## src/rtl/bcd_display_ctrl_if.sv

```systemverilog
// Board-side bundle for the BCD display controller: raw switch/key inputs,
// seven-segment outputs and conversion status.
interface bcd_display_ctrl_if #(
  parameter int WIDTH = 10
);
  logic [WIDTH-1:0] SW;
  logic             KEY0;
  logic [6:0]       HEX0;
  logic [6:0]       HEX1;
  logic [6:0]       HEX2;
  logic [6:0]       HEX3;
  logic             busy;
  logic             done;

  modport master (
    output SW, KEY0,
    input  HEX0, HEX1, HEX2, HEX3, busy, done
  );

  modport slave (
    input  SW, KEY0,
    output HEX0, HEX1, HEX2, HEX3, busy, done
  );
endinterface

```

## src/rtl/bcd_display_ctrl.sv

```systemverilog
// Debounced switch-to-decimal display controller: settles {KEY0,SW}, runs a
// serial double-dabble conversion and updates all four digits in one cycle.
module bcd_display_ctrl #(
  parameter int WIDTH         = 10,
  parameter int SETTLE_CYCLES = 50000
) (
  input  logic               clk,
  input  logic               rst_n,
  bcd_display_ctrl_if.slave  bus
);
  localparam int CNT_W = (SETTLE_CYCLES > 1) ? $clog2(SETTLE_CYCLES) : 1;
  localparam int IT_W  = $clog2(WIDTH + 1);
  localparam logic [6:0] SEG_BLANK = 7'b1111111;
  localparam logic [6:0] SEG_MINUS = 7'b0111111;

  typedef enum logic [2:0] {IDLE, SETTLE, PREP, SHIFT, LATCH} state_t;

  state_t           state_q;
  logic [WIDTH:0]   sync1_q, sync2_q;
  logic [1:0]       primed_q;
  logic [WIDTH:0]   pending_q, last_q;
  logic             last_vld_q;
  logic [CNT_W-1:0] cnt_q;
  logic [IT_W-1:0]  iter_q;
  logic [15:0]      bcd_q;
  logic [WIDTH-1:0] mag_q;
  logic             neg_q, uns_q;
  logic [6:0]       hex0_q, hex1_q, hex2_q, hex3_q;
  logic             busy_q, done_q;

  logic [15:0]      bcd_adj_d;
  logic [WIDTH:0]   neg_mag_d;

  function automatic logic [6:0] seg7(input logic [3:0] d);
    case (d)
      4'd0:    seg7 = 7'b1000000;
      4'd1:    seg7 = 7'b1111001;
      4'd2:    seg7 = 7'b0100100;
      4'd3:    seg7 = 7'b0110000;
      4'd4:    seg7 = 7'b0011001;
      4'd5:    seg7 = 7'b0010010;
      4'd6:    seg7 = 7'b0000010;
      4'd7:    seg7 = 7'b1111000;
      4'd8:    seg7 = 7'b0000000;
      4'd9:    seg7 = 7'b0010000;
      default: seg7 = SEG_BLANK;
    endcase
  endfunction

  // Add-3 correction on every nibble ahead of the shift.
  for (genvar gi = 0; gi < 4; gi++) begin : g_add3
    assign bcd_adj_d[gi*4 +: 4] = (bcd_q[gi*4 +: 4] >= 4'd5) ? bcd_q[gi*4 +: 4] + 4'd3
                                                              : bcd_q[gi*4 +: 4];
  end

  // 11-bit two's-complement negate so -512 yields a magnitude of 512.
  assign neg_mag_d = {1'b0, ~pending_q[WIDTH-1:0]} + (WIDTH+1)'(1);

  always_ff @(posedge clk or negedge rst_n) begin
    if (!rst_n) begin
      state_q    <= IDLE;
      sync1_q    <= '0;
      sync2_q    <= '0;
      primed_q   <= '0;
      pending_q  <= '0;
      last_q     <= '0;
      last_vld_q <= 1'b0;
      cnt_q      <= '0;
      iter_q     <= '0;
      bcd_q      <= '0;
      mag_q      <= '0;
      neg_q      <= 1'b0;
      uns_q      <= 1'b0;
      hex0_q     <= SEG_BLANK;
      hex1_q     <= SEG_BLANK;
      hex2_q     <= SEG_BLANK;
      hex3_q     <= SEG_BLANK;
      busy_q     <= 1'b0;
      done_q     <= 1'b0;
    end else begin
      sync1_q  <= {bus.KEY0, bus.SW};
      sync2_q  <= sync1_q;
      primed_q <= {primed_q[0], 1'b1};
      done_q   <= 1'b0;
      case (state_q)
        IDLE: begin
          // Wait until the synchroniser holds a real pin sample.
          if (primed_q[1] && (!last_vld_q || sync2_q != last_q)) begin
            pending_q <= sync2_q;
            cnt_q     <= '0;
            state_q   <= SETTLE;
          end
        end
        SETTLE: begin
          if (sync2_q == pending_q) begin
            if (cnt_q == CNT_W'(SETTLE_CYCLES - 1)) begin
              state_q <= PREP;
              busy_q  <= 1'b1;
            end else begin
              cnt_q <= cnt_q + 1'b1;
            end
          end else if (last_vld_q && sync2_q == last_q) begin
            // Glitch came back to the value already on display.
            state_q <= IDLE;
          end else begin
            pending_q <= sync2_q;
            cnt_q     <= '0;
          end
        end
        PREP: begin
          last_q     <= pending_q;
          last_vld_q <= 1'b1;
          uns_q      <= pending_q[WIDTH];
          if (!pending_q[WIDTH] && pending_q[WIDTH-1]) begin
            mag_q <= neg_mag_d[WIDTH-1:0];
            neg_q <= 1'b1;
          end else begin
            mag_q <= pending_q[WIDTH-1:0];
            neg_q <= 1'b0;
          end
          bcd_q   <= '0;
          iter_q  <= '0;
          state_q <= SHIFT;
        end
        SHIFT: begin
          bcd_q <= {bcd_adj_d[14:0], mag_q[WIDTH-1]};
          mag_q <= {mag_q[WIDTH-2:0], 1'b0};
          if (iter_q == IT_W'(WIDTH - 1)) begin
            state_q <= LATCH;
          end else begin
            iter_q <= iter_q + 1'b1;
          end
        end
        LATCH: begin
          hex0_q  <= seg7(bcd_q[3:0]);
          hex1_q  <= seg7(bcd_q[7:4]);
          hex2_q  <= seg7(bcd_q[11:8]);
          hex3_q  <= uns_q ? seg7(bcd_q[15:12]) : (neg_q ? SEG_MINUS : SEG_BLANK);
          done_q  <= 1'b1;
          busy_q  <= 1'b0;
          state_q <= IDLE;
        end
        default: state_q <= IDLE;
      endcase
    end
  end

  assign bus.HEX0 = hex0_q;
  assign bus.HEX1 = hex1_q;
  assign bus.HEX2 = hex2_q;
  assign bus.HEX3 = hex3_q;
  assign bus.busy = busy_q;
  assign bus.done = done_q;
endmodule
```

## src/flat_wrapper.sv

```systemverilog
// flat-port wrapper written by rule: the top's interface ports become plain ports
module bcd_display_ctrl_flat 
#(
  parameter int WIDTH         = 10,
  parameter int SETTLE_CYCLES = 50000
)
  (clk, rst_n, bus_SW, bus_KEY0, bus_HEX0, bus_HEX1, bus_HEX2, bus_HEX3, bus_busy, bus_done);
  bcd_display_ctrl_if #(.WIDTH(WIDTH)) bus_i ();
  input  logic clk;
  input  logic rst_n;
  input wire logic [$bits(bus_i.SW)-1:0] bus_SW;
  input wire logic [$bits(bus_i.KEY0)-1:0] bus_KEY0;
  output wire logic [$bits(bus_i.HEX0)-1:0] bus_HEX0;
  output wire logic [$bits(bus_i.HEX1)-1:0] bus_HEX1;
  output wire logic [$bits(bus_i.HEX2)-1:0] bus_HEX2;
  output wire logic [$bits(bus_i.HEX3)-1:0] bus_HEX3;
  output wire logic [$bits(bus_i.busy)-1:0] bus_busy;
  output wire logic [$bits(bus_i.done)-1:0] bus_done;
  assign bus_i.SW = bus_SW;
  assign bus_i.KEY0 = bus_KEY0;
  assign bus_HEX0 = bus_i.HEX0;
  assign bus_HEX1 = bus_i.HEX1;
  assign bus_HEX2 = bus_i.HEX2;
  assign bus_HEX3 = bus_i.HEX3;
  assign bus_busy = bus_i.busy;
  assign bus_done = bus_i.done;
  bcd_display_ctrl #(.WIDTH(WIDTH), .SETTLE_CYCLES(SETTLE_CYCLES)) u_core (.clk(clk), .rst_n(rst_n), .bus(bus_i));
endmodule
```

## config.mk

```make
export PLATFORM = sky130hd
export DESIGN_NAME = bcd_display_ctrl_flat
export DESIGN_NICKNAME = d
export VERILOG_FILES = /design/src/rtl/bcd_display_ctrl_if.sv /design/src/rtl/bcd_display_ctrl.sv /design/src/flat_wrapper.sv
export SDC_FILE = /design/constraint.sdc
export NUM_CORES = 1
export LEC_CHECK = 0
export CAP_MARGIN = 20
export CORE_AREA = 2 2 111 113
export DETAILED_ROUTE_END_ITERATION = 10
export DIE_AREA = 0 0 113 115
export PLACE_DENSITY = 0.74
export SKIP_LAST_GASP = 1
export SYNTH_ARGS = -nofsm -noshare
export SYNTH_HDL_FRONTEND = slang
export SYNTH_SLANG_ARGS = --single-unit
```

## constraint.sdc

```tcl
create_clock -name clk -period 2.7 [get_ports clk]
set_clock_uncertainty 0.15 [all_clocks]
set_input_delay 0.81 -clock clk [delete_from_list [all_inputs] [get_ports clk]]
set_output_delay 0.81 -clock clk [all_outputs]
set_load 0.03 [all_outputs]
```

==> summary.md <==
Floorplan
* total core area: 11810 um^2
* area enclosed by the die boundary: 13000 um^2
* num rows: 40
* Die X: 113 um
* initial core utilization: 0.5386
* die height: 115 um
* top-level I/O count: 43

Pwr
* switching share of power: 0.2327
* power density cells: 592.2 nW/um^2
* highest ir drop seen on vdd: 575.2 uV
* portion of total power attributed to combinational logic: 0.042
* total power: 4453 uW
* net switching component of the power: 1036 uW
* cell internal power dissipation: 3417 uW
* leakage power total: 0.003142 uW
* Clk pwr share: 0.512
* part of the total power dissipated in sequential elements: 0.446

Routing
* Routed met3 length: 524 um
* number of remaining DRC errors: 8
* final wirelength: 12450 um
* antenna-violating nets left: 0
* per-cell routed wire length: 14.77 um
* drt first pass iters: 7
* top metal layer carrying routed signals: met4
* DR vias: 4798
* DR vias/cell: 5.692
* total met2 wirelength after detailed routing: 6072 um
* WL met1: 5597 um
* Detailed Route Iter0 Violations: 212

STA
* worst slew pin tran: 0.6622 ns
* worst hold slack across all endpoints: 0.1920 ns
* Final setup violation count: 0
* worst setup margin: 0.1102 ns
* final-report hold violation count: 0
* setup tns final: 0 ns
* tightest slew margin relative to the limit: 0.5569
* setup repair after global routing missed its margin: false
* maximum achievable frequency: 386.1 MHz
* max-slew violation count: 0
* Period minus WS final: 2.590 ns
* share of the cycle needed by the critical path after routing: 0.9592

Setup path
* critical path capture point type: output pin
* startpoint kind of the worst setup timing path: flip-flop
* R2R depth: 6
* master of the slowest instance on the critical path: sky130_fd_sc_hd__clkdlybuf4s50_1
* launch point of the critical path: u_core.bus.HEX3[2]
* end of the critical path: bus_HEX3[2]
* required time reported for the critical path endpoint: 1.74 ns
* startpoint of the most critical register-to-register path: u_core.pending_q[1]
* Reg2Reg Setup Slack: 0.43 ns
* cell-by-cell listing of the critical path: clkdlybuf4s50_1
* Setup CP Type: flip-flop to output pin
* CP Buf/Inv Count: 1
* Crit Reg-Reg Endpoint: u_core.cnt_q[5]
* crit-path leading delay family: buffers and inverters
* critical path fanouts, max: 2
* Worst EP arrival: 1.63 ns
* Critical Path Max Stage Delay: 0.67 ns
* Worst path depth: 1

Global route
* overall routing resource usage: 0.2072
* largest net degree at the start of global routing: 48
* total congestion overflow: 0
* first-pass GRT wire length: 21660 um
* number of antenna violations at the first check in global routing: 0
* via count of the first global-routing pass: 4599

Clock network
* H-tree lvl count: 4
* root buffer selected by CTS: sky130_fd_sc_hd__clkbuf_16
* Clock Pin Slew Worst Setup and Hold Paths: 0.06 ns
* CTS tree: yes
* number of buffers created by CTS: 17
* hold bufs inserted after CTS: 0
* Clock Latency Late Sink: 0.43 ns
* total number of clock tree sinks: 127
* number of cells upsized or downsized after cts: 0
* total setup buffers inserted after CTS: 0
* Max Buffers Root-to-Sink: 2

Job
* number of max-cap violations: 0

Place
* routability congestion estimate: 0.8784
* Place WS: 0.4803 ns
* port bufs: 42
* HPWL Detailed: 8523 um

Synth
* library cells used by synthesis: 58
* number of register bits inferred by synthesis: 127
* number of instances in the synthesized netlist: 641
* share of synthesized area occupied by flip-flops and latches: 0.5051
* fraction of synthesis flops using an asynchronous set or reset pin: 1.000
* synthesized area per cell: 9.924 um^2
* EDFF count, synth: 0
* Syn Nets: 682
* Yosys top cell by area: sky130_fd_sc_hd__dfrtp_1
* Synth Warn #: 0
* Post-Syn Area: 6361 um^2
* commonest register cell after synthesis: sky130_fd_sc_hd__dfrtp_1
* area share of the largest cell type after synthesis: 0.3895
* leading cell types by total area after synthesis: sky130_fd_sc_hd__dfrtp_1 (39%), sky130_fd_sc_hd__dfstp_2 (12%), sky130_fd_sc_hd__ha_1 (5.5%)

Min path
* class of the most critical hold timing path: flip-flop to flip-flop
* beginning of the worst hold path: u_core.sync1_q[10]

Cells and area
* most common cell after layout, fill and taps aside: sky130_fd_sc_hd__dfrtp_1
* final net count: 724
* area growth from synthesis to layout: 18.19%
* most frequent cells in the layout: sky130_fd_sc_hd__dfrtp_1 (99), sky130_fd_sc_hd__nand2_1 (85), sky130_fd_sc_hd__a21oi_1 (52)
* diode count: 0
* fraction of final layout cells sized beyond drive strength 1: 0.1264

Run status
* outcome: finished with violations
* failing checks: DRC

-- synth_stat cells (4+ instances only) --
library cell and number:
sky130_fd_sc_hd__o22a_1 5, sky130_fd_sc_hd__buf_6 4, sky130_fd_sc_hd__ha_1 28, sky130_fd_sc_hd__nor2_1 42, sky130_fd_sc_hd__o22ai_1 11, sky130_fd_sc_hd__o21ai_1 4, sky130_fd_sc_hd__nand3_1 14, sky130_fd_sc_hd__o31ai_1 11
sky130_fd_sc_hd__nand4_1 6, sky130_fd_sc_hd__a21oi_1 52, sky130_fd_sc_hd__xnor2_1 29, sky130_fd_sc_hd__clkbuf_1 21, sky130_fd_sc_hd__nor3_1 11, sky130_fd_sc_hd__inv_1 25, sky130_fd_sc_hd__nand2b_1 14, sky130_fd_sc_hd__o21ai_0 44
sky130_fd_sc_hd__mux2_2 4, sky130_fd_sc_hd__dfstp_2 28, sky130_fd_sc_hd__a31oi_1 25, sky130_fd_sc_hd__mux2i_1 8, sky130_fd_sc_hd__mux2_1 10, sky130_fd_sc_hd__and3_1 6, sky130_fd_sc_hd__nand2_1 85, sky130_fd_sc_hd__dfrtp_1 99
-- flip-flops by register name, indices dropped and copies added, names as in the netlist --
| signal | count |
|---|---|
| u_core.sync1_q | 11 |
| u_core.primed_q | 2 |
| u_core.last_q | 11 |
| u_core.bus.HEX1 | 7 |
| u_core.iter_q | 4 |
| u_core.bus.busy | 1 |
| u_core.mag_q | 10 |
| u_core.state_q | 3 |
| u_core.bus.HEX3 | 7 |
| u_core.pending_q | 11 |
| u_core.bus.done | 1 |
| u_core.neg_q | 1 |
| u_core.bcd_q | 16 |
| u_core.sync2_q | 11 |
| u_core.cnt_q | 16 |
| u_core.bus.HEX2 | 7 |
| u_core.last_vld_q | 1 |
| u_core.bus.HEX0 | 7 |
-- cell families (layout without fill, tap and decap cells) --
logic type,Yosys count,after routing,share of synthesized area
AOI/OAI and AO/OA,167,167,0.1554
and+or+nand+nor,204,204,0.1566
muxes,22,22,0.03737
buffers and inverters,58,113,0.04072
xor gates and xnor gates,34,34,0.04917
DFF,127,127,0.5051
adders and majority gates,28,28,0.05508
other,1,1,0.0005895
-- layer usage --
metal / GRT usage / vias to the layer above
met5: 0 / -
met4: 0.09187 / 0
met3: 0.04586 / 22
met2: 0.3409 / 96
met1: 0.2658 / 2342
li1: - / 2338
-- power groups by stage --
stage / Clock, uW / Sequential [uW] / Combinational (uW)
floorplan: 0 / 1990 / 125
CTS: 2330 / 1980 / 191
detailed placement: 0 / 2020 / 189
global route: 2420 / 1990 / 210
finish: 2280 / 1980 / 187
global placement: 0 / 2010 / 185
-- how the worst min path moves through the flow --
stage          slack (ns)            endpoint  cells past startpoint
2_1_floorplan        0.18  u_core.primed_q[1]                      0
6_report             0.19  u_core.sync2_q[10]                      0
5_1_grt              0.20  u_core.sync2_q[10]                      0
3_3_place_gp         0.18   u_core.sync2_q[8]                      0
3_5_place_dp         0.18   u_core.sync2_q[4]                      0
4_1_cts              0.20  u_core.sync2_q[10]                      0
-- cell type report --
cell class,instances,area [um^2]
Clock buffer,18,439.2
Clock inverter,14,158.9
Timing Repair Buffer,54,533.0
Multi-Input combinational cell,456,2889
Tap cell,147,183.9
Fill cell,966,4293
Sequential cell,127,3213
Inverter,27,101.3
-- per-stage QoR --
step                cells  instance area [um^2]  utilization
detailed placement    811                  6920       0.5859
CTS                   843                  7518       0.6365
global placement      811                  6920       0.5859
global route          843                  7518       0.6365
floorplan             641                  6361            -
finish                843                  7518       0.6365
-- worst register-to-register path: stages (launching register included) --
cell	delay [ns]
sky130_fd_sc_hd__dfrtp_1	0.45
sky130_fd_sc_hd__xnor2_1	0.25
sky130_fd_sc_hd__nand4_1	0.28
sky130_fd_sc_hd__or3_4	0.43
sky130_fd_sc_hd__a211oi_4	0.20
sky130_fd_sc_hd__buf_4	0.25
sky130_fd_sc_hd__a31oi_1	0.12
No activity file was read; power rests on OpenSTA's default activity.
